File: src/rtl/cam_pixel_decimator.sv
// Camera decimator: averages DEC_X pixels per group, keeps 1 line in DEC_Y, and queues the results for a valid/ready stream.
// Latency: 2 cycles from the last pixel of a group on cam_data to pix_valid/pix_data.
// Backpressure: the FIFO absorbs stalls; a push into a full FIFO with no same-cycle pop is dropped and sets overflow.
module cam_pixel_decimator #(
    parameter int DEC_X      = 4,
    parameter int DEC_Y      = 4,
    parameter int FIFO_DEPTH = 8
) (
    input  logic       clk,
    input  logic       rst_n,
    input  logic [7:0] cam_data,
    input  logic       cam_href,
    input  logic       cam_vsync,
    output logic [7:0] pix_data,
    output logic       pix_sof,
    output logic       pix_valid,
    input  logic       pix_ready,
    output logic       overflow,
    output logic [7:0] frame_count
);

    localparam int XS   = $clog2(DEC_X);
    localparam int CW   = (XS > 0) ? XS : 1;
    localparam int AW   = 8 + XS;
    localparam int YS   = $clog2(DEC_Y);
    localparam int RW   = (YS > 0) ? YS : 1;
    localparam int PW   = $clog2(FIFO_DEPTH);
    localparam int CNTW = PW + 1;

    localparam logic [CW-1:0]   COL_LAST = CW'(DEC_X - 1);
    localparam logic [RW-1:0]   ROW_LAST = RW'(DEC_Y - 1);
    localparam logic [CNTW-1:0] CNT_FULL = CNTW'(FIFO_DEPTH);

    typedef enum logic [1:0] {
        WAIT_SYNC,
        VBLANK,
        ACTIVE
    } state_t;

    // Input capture stage
    logic [7:0] d_q;
    logic       h_q;
    logic       h_qq;
    logic       v_q;
    logic       v_qq;
    logic       v_rise;

    always_ff @(posedge clk) begin
        if (!rst_n) begin
            d_q  <= '0;
            h_q  <= 1'b0;
            h_qq <= 1'b0;
            v_q  <= 1'b0;
            v_qq <= 1'b0;
        end else begin
            d_q  <= cam_data;
            h_q  <= cam_href;
            h_qq <= h_q;
            v_q  <= cam_vsync;
            v_qq <= v_q;
        end
    end

    assign v_rise = v_q & ~v_qq;

    // Decimation state
    state_t          state_q, state_d;
    logic [CW-1:0]   col_q, col_d;
    logic [AW-1:0]   acc_q, acc_d;
    logic [RW-1:0]   row_q, row_d;
    logic            sof_pend_q, sof_pend_d;
    logic [AW-1:0]   grp_sum;
    logic [7:0]      push_dat;
    logic            push;
    logic            frame_start;

    // FIFO state
    logic [8:0]      mem [FIFO_DEPTH];
    logic [PW-1:0]   wr_ptr;
    logic [PW-1:0]   rd_ptr;
    logic [PW-1:0]   rd_nxt;
    logic [CNTW-1:0] cnt;
    logic [CNTW-1:0] cnt_after_pop;
    logic            full;
    logic            pop;
    logic            push_ok;
    logic            drop;

    assign grp_sum  = acc_q + AW'(d_q);
    assign push_dat = grp_sum[XS +: 8];

    assign full    = (cnt == CNT_FULL);
    assign pop     = pix_valid & pix_ready;
    assign push_ok = push & (~full | pop);
    assign drop    = push & full & ~pop;

    always_comb begin
        state_d     = state_q;
        col_d       = col_q;
        acc_d       = acc_q;
        row_d       = row_q;
        sof_pend_d  = sof_pend_q;
        push        = 1'b0;
        frame_start = 1'b0;
        case (state_q)
            WAIT_SYNC: begin
                if (v_rise) begin
                    state_d     = VBLANK;
                    frame_start = 1'b1;
                end
            end
            VBLANK: begin
                col_d      = '0;
                acc_d      = '0;
                row_d      = '0;
                sof_pend_d = 1'b1;
                if (!v_q) begin
                    state_d = ACTIVE;
                end
            end
            ACTIVE: begin
                if (v_rise) begin
                    // A new frame wins over any group still being built.
                    state_d     = VBLANK;
                    frame_start = 1'b1;
                    col_d       = '0;
                    acc_d       = '0;
                end else if (h_q) begin
                    if (row_q == '0) begin
                        if (col_q == COL_LAST) begin
                            push  = 1'b1;
                            col_d = '0;
                            acc_d = '0;
                        end else begin
                            col_d = col_q + 1'b1;
                            acc_d = grp_sum;
                        end
                    end
                end else begin
                    col_d = '0;
                    acc_d = '0;
                    if (h_qq) begin
                        row_d = (row_q == ROW_LAST) ? '0 : row_q + 1'b1;
                    end
                end
            end
            default: state_d = WAIT_SYNC;
        endcase
        // sof sticks with the frame until a push actually lands in the FIFO.
        if (push_ok) begin
            sof_pend_d = 1'b0;
        end
    end

    always_ff @(posedge clk) begin
        if (!rst_n) begin
            state_q     <= WAIT_SYNC;
            col_q       <= '0;
            acc_q       <= '0;
            row_q       <= '0;
            sof_pend_q  <= 1'b0;
            overflow    <= 1'b0;
            frame_count <= '0;
        end else begin
            state_q    <= state_d;
            col_q      <= col_d;
            acc_q      <= acc_d;
            row_q      <= row_d;
            sof_pend_q <= sof_pend_d;
            if (frame_start) begin
                overflow    <= 1'b0;
                frame_count <= frame_count + 8'd1;
            end else if (drop) begin
                overflow <= 1'b1;
            end
        end
    end

    // FIFO storage; entries are never read before they are written.
    always_ff @(posedge clk) begin
        if (push_ok) begin
            mem[wr_ptr] <= {sof_pend_q, push_dat};
        end
    end

    assign rd_nxt        = pop ? rd_ptr + 1'b1 : rd_ptr;
    assign cnt_after_pop = pop ? cnt - 1'b1 : cnt;

    always_ff @(posedge clk) begin
        if (!rst_n) begin
            wr_ptr    <= '0;
            rd_ptr    <= '0;
            cnt       <= '0;
            pix_valid <= 1'b0;
            pix_data  <= '0;
            pix_sof   <= 1'b0;
        end else begin
            if (push_ok) begin
                wr_ptr <= wr_ptr + 1'b1;
            end
            rd_ptr <= rd_nxt;
            case ({push_ok, pop})
                2'b10:   cnt <= cnt + 1'b1;
                2'b01:   cnt <= cnt - 1'b1;
                default: cnt <= cnt;
            endcase
            // Head register sees the post-pop FIFO; a same-cycle push shows up one cycle later.
            pix_valid <= (cnt_after_pop != '0);
            if (cnt_after_pop != '0) begin
                pix_data <= mem[rd_nxt][7:0];
                pix_sof  <= mem[rd_nxt][8];
            end
        end
    end

endmodule

File: config.mk
export PLATFORM = sky130hd
export DESIGN_NAME = cam_pixel_decimator
export DESIGN_NICKNAME = d
export VERILOG_FILES = /design/src/rtl/cam_pixel_decimator.sv
export SDC_FILE = /design/constraint.sdc
export NUM_CORES = 1
export LEC_CHECK = 0
export BUFFER_PORTS_ARGS = -buffer_cell sky130_fd_sc_hd__buf_2
export CORE_AREA = 2 2 173 175
export CTS_BUF_LIST = sky130_fd_sc_hd__clkbuf_2
export CTS_CLUSTER_DIAMETER = 200
export DETAILED_ROUTE_END_ITERATION = 12
export DIE_AREA = 0 0 175 177
export PLACE_DENSITY = 0.38
export SLEW_MARGIN = 10
export SYNTH_ARGS = -nofsm -noshare
export SYNTH_HDL_FRONTEND = slang
export SYNTH_SLANG_ARGS = --single-unit
File: constraint.sdc
create_clock -name clk -period 2.96 [get_ports clk]
set_input_delay 0.296 -clock clk [delete_from_list [all_inputs] [get_ports clk]]
set_output_delay 0.296 -clock clk [all_outputs]
set_load 0.02 [all_outputs]
==> results of run 1 <==
==> kinds of logic after synthesis <==
group	count (synthesis)
DFF	130
adders and majority gates	22
muxes	40
AOI/OAI and AO/OA	148
xor gates and xnor gates	18
and+or+nand+nor	207
buffers and inverters	55
==> per-layer routing <==
metal,part of all wire,wire (µm)
met3,0.032,562
met2,0.49,8490
met5,0,0
met4,0.023,408
met1,0.46,7990
==> power by group through the flow <==
stage	Combinational [mW]	Clock, mW	Sequential (mW)
CTS	1.48	1.52	2.11
floorplan	1.04	0	2.18
global placement	1.44	0	2.15
finish	1.47	1.45	2.11
detailed placement	1.47	0	2.15
global route	1.61	1.58	2.13
==> layout make-up <==
type	count	area [µm²]	share of cell area
diodes	1	2.50	0.000325
well taps	390	488	0.0634
flip-flops and latches	130	3330	0.433
inverters	16	60.1	0.00781
repair buffers	70	485	0.0631
clock inverters	13	238	0.0309
multi-input cells	435	3000	0.389
clock buffers	19	95.1	0.0124
==> worst max path at each step <==
stage	depth (start not counted)	startpoint	to
after CTS	8	acc_q[0]	mem[5][6]
after global routing	8	acc_q[0]	mem[7][6]
after global placement	6	pix_ready	pix_sof
final	8	acc_q[0]	mem[5][6]
after detailed placement	8	acc_q[0]	mem[0][6]
after floorplan	6	state_q[0]	mem[0][0]
==> state kept, by name (all words and copies together) (netlist names) <==
signal and flops:
acc_q 10, cnt 4, col_q 2, d_q 8, frame_count 8, h_q 1
h_qq 1, mem 72, overflow 1, pix_data 8, pix_sof 1, pix_valid 1
rd_ptr 3, row_q 2, sof_pend_q 1, state_q 2, v_q 1, v_qq 1
wr_ptr 3
==> cells in the final DEF, fill, tap and decap left out, types with 9 or more instances in the layout <==
| master | count |
|---|---|
| ha_1 | 21 |
| a221oi_1 | 17 |
| xnor2_1 | 9 |
| nor2b_1 | 19 |
| edfxtp_1 | 72 |
| dfxtp_1 | 57 |
| nand2_1 | 37 |
| nor3_1 | 43 |
| a31oi_1 | 23 |
| o32ai_1 | 17 |
| o22ai_1 | 27 |
| a21o_1 | 14 |
| xor2_1 | 9 |
| nor2_1 | 60 |
| inv_1 | 16 |
| mux2i_1 | 39 |
| clkbuf_2 | 19 |
| and2_1 | 16 |
| buf_4 | 28 |
| o21ai_0 | 11 |
| dlygate4sd3_1 | 10 |
| buf_2 | 31 |
==> per-stage QoR <==
stage	power [mW]	hold slack (ns)	setup WS [ns]	cell area, µm²
final	5.03	0.0817	0.550	7690
after global routing	5.32	0.0284	0.298	7690
after CTS	5.11	0.0170	0.540	7690
after detailed placement	3.62	0.448	0.624	7260
after global placement	3.59	0.445	0.655	7260
after floorplan	3.22	0.423	0.262	6580
==> timing repair <==
| item | CTS | global route |
|---|---|---|
| endpoints found under the setup margin | 0 | 0 |
| hold endpoints to repair | 10 | 0 |
| hold buffers | 10 | 0 |
==> worst max-delay path, stage by stage, from the launching register on <==
cell       delay [ns]
dfxtp_1          0.38
ha_1             0.21
inv_1            0.07
fa_1             0.41
nor2b_1          0.17
o2111ai_1        0.17
nand3_1          0.16
nand2_1          0.09
xnor2_1          0.47
==> metrics.csv, run 1 <==
stage,metric,value,unit
placed_design,RD Place Congestion,0.734,
routing,Post-Route WL,17500,µm
die,Initial Util,0.225,
clock_tree,Worst-Skew Late Latency,0.70,ns
routing,"antenna viol nets, final",0,
timing,max-slew violations,0,
die,core area,29200,µm²
yosys,number of synthesized flops with an enable pin,72,
finish,Post-Layout Cell Count,1074,
timing,"Setup violations, final",0,
clock_tree,postcts setup bufs,0,
global_routing,vias in the first global route,4860,
timing,Clock Skew,0.0332,ns
critical_path,Worst Path Max Fanout,8,
yosys,post-synthesis mux area share,0.0611,
pwr,NetSw,1.63,mW
timing,period utilization,0.814,
routing,vias,5010,
critical_path,FF-to-FF setup slack,0.55,ns
critical_path,critical path required time,3.36,ns
global_routing,GRT met3 Usage,0.0226,
critical_path,RR Endpoint,mem[5][6],
die,chip width,175,µm
timing,Final min period,2.41,ns
die,Cell Rows,63,
yosys,Syn Inst Count,620,
timing,RSZ-0062 raised after global routing,false,
global_routing,grt met2 use,0.193,
worst_hold_path,HP Class,in2reg,
critical_path,Critical Path AT,2.81,ns
clock_tree,total CTS buffers,17,
clock_tree,Worst-path clk slew,0.20,ns
routing,DRC Markers,0,
die,IO Count,32,
finish,Fillers,3018,
pwr,internal power,3.40,mW
pwr,clock share of power,0.289,
critical_path,r2r worst-path depth,8,
timing,Fin Setup TNS,0,ns
yosys,post-synthesis simple-gate area fraction,0.158,
timing,Slew headroom,0.491,
yosys,synth top area cells,"edfxtp_1 (33%), dfxtp_1 (18%), mux2i_1 (5.9%), ha_1 (4.0%), nor2_1 (3.4%)",
routing,drt pass-1 iters,5,
timing,final hold violations,0,
yosys,Synthesized Nets,655,
clock_tree,Root Buffer,clkbuf_2,
timing,worst-margin pin slew,0.761,ns
global_routing,largest net degree at the start of global routing,110,
yosys,Post-Synth XOR/XNOR Area,0.0240,
yosys,Yosys top cell area share,0.329,
yosys,"Primary FF master, synth",edfxtp_1,
critical_path,Setup crit end kind,flop,
yosys,largest area contributor in the netlist,edfxtp_1,
finish,share of cells above drive strength 1,0.155,
yosys,commonest cells in the netlist,"edfxtp_1 (72), nor2_1 (60), dfxtp_1 (58), nor3_1 (43), mux2i_1 (39)",
clock_tree,CTS tree,built,
finish,utilization of the core after routing,0.263,
pwr,Seq pwr share,0.419,
global_routing,global route total overflow,0,
global_routing,most used routing layer,met2,
yosys,syn avg cell area,10.6,µm²
finish,Final nets,705,
yosys,synth unique cells,60,
pwr,pwr dens,654,nW/µm²
timing,Fmax achieved,415,MHz
routing,Initial DRC Count,303,
global_routing,first-pass GRT wire length,27300,µm
routing,drt wl/cell,16.2,µm
global_routing,met1 Use GR,0.145,
yosys,main combinational cell family by area after synthesis,compound AO/OA/AOI/OAI gates,
yosys,Ys Warns,0,
pwr,sw frac,0.324,
placed_design,DP Wirelength,11500,µm
yosys,"count leader, synth",edfxtp_1,
clock_tree,clk buf depth,2,
pwr,Peak supply drop,0.000273,V
yosys,Synth Area in Compound Gates,0.168,
pwr,combinational share of power,0.292,
yosys,Synth Cell Area,6580,µm²
placed_design,number of buffers added on ports,31,
clock_tree,Resized Gates After CTS,0,
die,die area,31000,µm²
global_routing,Tot GR Track Use,0.115,
job,max-capacitance violation count,0,
critical_path,startpoint types,flop,
global_routing,initial antenna violation count,1,
yosys,asr flop ratio synth,0,
yosys,Synth Register Bits,130,
worst_hold_path,hold depth,2,
critical_path,origin of the critical flop-to-flop path,acc_q[0],
run_status,status,completed,
clock_tree,H-tree level count,4,
worst_hold_path,Worst Hold Endpoint,v_q,
die,DIE HEIGHT,177,µm
critical_path,WS Path Type,reg2reg,
yosys,Adder-Cell Fraction of Synth Area,0.0430,
placed_design,Placed Cells,1031,
clock_tree,TritonCTS Sinks,130,
yosys,sequential share of the synthesized area,0.505,
worst_hold_path,hold wc startpoint,rst_n,
finish,area delta synth->final,17.0,%
pwr,leak pwr,2.75,nW
routing,vias per cell,4.66,
Power figures use the tool's default switching activity.
==> inputs of run 2 (changes only) <==
==> constraint.sdc (replaced) <==
create_clock -name clk -period 2.4 [get_ports clk]
set_input_delay 0.24 -clock clk [delete_from_list [all_inputs] [get_ports clk]]
set_output_delay 0.24 -clock clk [all_outputs]
set_load 0.02 [all_outputs]
==> metrics.csv, run 2 (same netlist as run 1, synthesis figures left out) <==
stage,metric,value,unit,change
run_status,status,completed,,
clock_tree,Worst-Skew Late Latency,0.68,ns,-0.02 ns
timing,final hold violations,0,,unchanged
timing,"Setup violations, final",0,,unchanged
critical_path,startpoint types,flop,,
routing,DRC Markers,0,,unchanged
clock_tree,H-tree level count,4,,unchanged
placed_design,DP Wirelength,11900,µm,+3.2%
finish,area delta synth->final,17.6,%,
pwr,Total Power,5.88,mW,+17%
global_routing,Tot GR Track Use,0.116,,+0.00136
die,die area,31000,µm²,unchanged
critical_path,RR Endpoint,mem[5][6],,
placed_design,number of buffers added on ports,31,,unchanged
timing,Fmax achieved,460,MHz,+11%
finish,max FFs per register,72,,unchanged
critical_path,Critical Path AT,2.61,ns,-0.20 ns
finish,Fillers,3064,,+1.5%
routing,Initial DRC Count,348,,+15%
clock_tree,TritonCTS Sinks,130,,unchanged
clock_tree,total CTS buffers,17,,unchanged
worst_hold_path,Worst Hold Endpoint,rd_ptr[1],,
timing,Slew headroom,0.471,,-0.0199
clock_tree,Root Buffer,clkbuf_2,,
routing,"antenna viol nets, final",0,,unchanged
pwr,Seq pwr share,0.436,,+0.017
routing,vias,5108,,+2.0%
routing,drt pass-1 iters,7,,+2
timing,RSZ-0062 raised after global routing,false,,
clock_tree,CTS tree,built,,
placed_design,Placed Cells,1039,,+0.78%
pwr,clock share of power,0.236,,-0.053
die,Initial Util,0.225,,unchanged
timing,Final min period,2.18,ns,-0.234 ns
critical_path,critical path required time,2.84,ns,-0.52 ns
pwr,sw frac,0.349,,+0.0245
pwr,internal power,3.83,mW,+13%
finish,biggest regs,"mem (72), acc_q (10)",,
global_routing,initial antenna violation count,1,,unchanged
global_routing,global route total overflow,0,,unchanged
routing,drt wl/cell,16.2,µm,-0.34%
finish,largest reg by FF count,mem,,
pwr,pwr dens,760,nW/µm²,+16%
critical_path,Setup crit end kind,flop,,
timing,period utilization,0.907,,+0.0924
pwr,combinational share of power,0.329,,+0.037
finish,Post-Layout Cell Count,1084,,+0.93%
finish,share of cells above drive strength 1,0.173,,+0.0182
clock_tree,clk buf depth,2,,unchanged
job,max-capacitance violation count,0,,unchanged
global_routing,vias in the first global route,4958,,+2.0%
die,chip width,175,µm,unchanged
global_routing,GRT met3 Usage,0.0262,,+0.00365
global_routing,largest net degree at the start of global routing,110,,unchanged
critical_path,FF-to-FF setup slack,0.22,ns,-0.33 ns
die,core area,29200,µm²,unchanged
routing,vias per cell,4.71,,+1.0%
timing,max-slew violations,0,,unchanged
timing,Fin Hold WS,0.210,ns,+0.128 ns
routing,Post-Route WL,17600,µm,+0.58%
finish,highest-count cells in the layout ignoring fill and taps,"edfxtp_1 (72), nor2_1 (60), dfxtp_1 (57), nor3_1 (42), mux2i_1 (39)",,
timing,Clock Skew,0.0361,ns,+0.00284 ns
finish,Final nets,714,,+1.3%
timing,worst-margin pin slew,0.791,ns,+0.0297 ns
finish,utilization of the core after routing,0.264,,+0.00137
die,IO Count,32,,unchanged
worst_hold_path,HP Class,in2reg,,
worst_hold_path,hold depth,4,,+2
global_routing,met1 Use GR,0.150,,+0.00578
critical_path,WS Path Type,reg2reg,,
placed_design,RD Place Congestion,0.752,,+2.5%
finish,"most common cell after layout, fill and taps aside",edfxtp_1,,
die,Cell Rows,63,,unchanged
global_routing,most used routing layer,met2,,
critical_path,origin of the critical flop-to-flop path,acc_q[0],,
clock_tree,postcts setup bufs,0,,unchanged
global_routing,grt met2 use,0.189,,-0.00362
worst_hold_path,hold wc startpoint,pix_ready,,
pwr,leak pwr,2.78,nW,+0.98%
critical_path,r2r worst-path depth,8,,unchanged
global_routing,first-pass GRT wire length,27700,µm,+1.7%
die,DIE HEIGHT,177,µm,unchanged
pwr,Peak supply drop,0.000337,V,+23%
critical_path,Worst Path Max Fanout,8,,unchanged
pwr,NetSw,2.05,mW,+26%
clock_tree,Worst-path clk slew,0.19,ns,about the same
[run 2: cell types whose count changed in the layout (fill, tap and decap cells not counted), moves of 2 or more]
cell / previous run / this run
buf_4: 28 / 33
clkinv_2: 1 / 4
clkinvlp_4: 1 / 3
buf_12: 1 / 4
bufinv_16: 7 / 3
[run 2: layer usage]
layer,vias to the layer above,share of wire
met5,-,0
met2,133,0.48
met1,2501,0.47
met4,0,0.019
li1,2452,-
met3,22,0.036
[run 2: worst max-delay path by stage]
stage,start,to,slack [ns]
after detailed placement,acc_q[0],mem[2][6],0.09
after floorplan,state_q[0],mem[1][0],-0.09
final,acc_q[0],mem[5][6],0.22
after global placement,acc_q[0],mem[1][6],0.12
after CTS,acc_q[0],mem[5][6],0.01
after global routing,acc_q[1],mem[5][5],0.04
[run 2: timing repair]
item	CTS	global route
endpoints found under the hold margin	14	0
hold buffers	11	0
gates resized for setup	0	4
setup endpoints to repair	0	38
[run 2: area by class of cell]
type / count / area [µm²] / share of cell area
multi-input cells: 435 / 3020 / 0.391
flip-flops and latches: 130 / 3330 / 0.430
repair buffers: 79 / 593 / 0.0767
clock buffers: 19 / 95.1 / 0.0123
well taps: 390 / 488 / 0.0631
clock inverters: 13 / 144 / 0.0186
diodes: 2 / 5.00 / 0.000647
inverters: 16 / 60.1 / 0.00777
[run 2: metrics by stage]
step / setup WS (ns) / cell area (µm²) / setup TNS [ns]
5_1_grt: 0.0364 / 7730 / 0
3_3_place_gp: 0.116 / 7360 / 0
2_1_floorplan: -0.0950 / 6590 / -2.56
4_1_cts: 0.0130 / 7710 / 0
3_5_place_dp: 0.0883 / 7360 / 0
6_report: 0.224 / 7730 / 0
[run 2: power by group through the flow]
stage,logic (mW),registers (mW),clock network [mW]
final,1.93,2.56,1.38
after global routing,2.12,2.59,1.56
after CTS,1.95,2.57,1.46
after detailed placement,1.93,2.62,0
after global placement,1.89,2.61,0
after floorplan,1.28,2.69,0
[run 2: worst max-delay path, stage by stage, from the launching register on]
cell       delay [ns]
dfxtp_1          0.37
ha_1             0.20
inv_1            0.06
fa_1             0.40
nor2b_1          0.18
o2111ai_1        0.16
nand3_1          0.16
nand2_1          0.11
xnor2_2          0.31
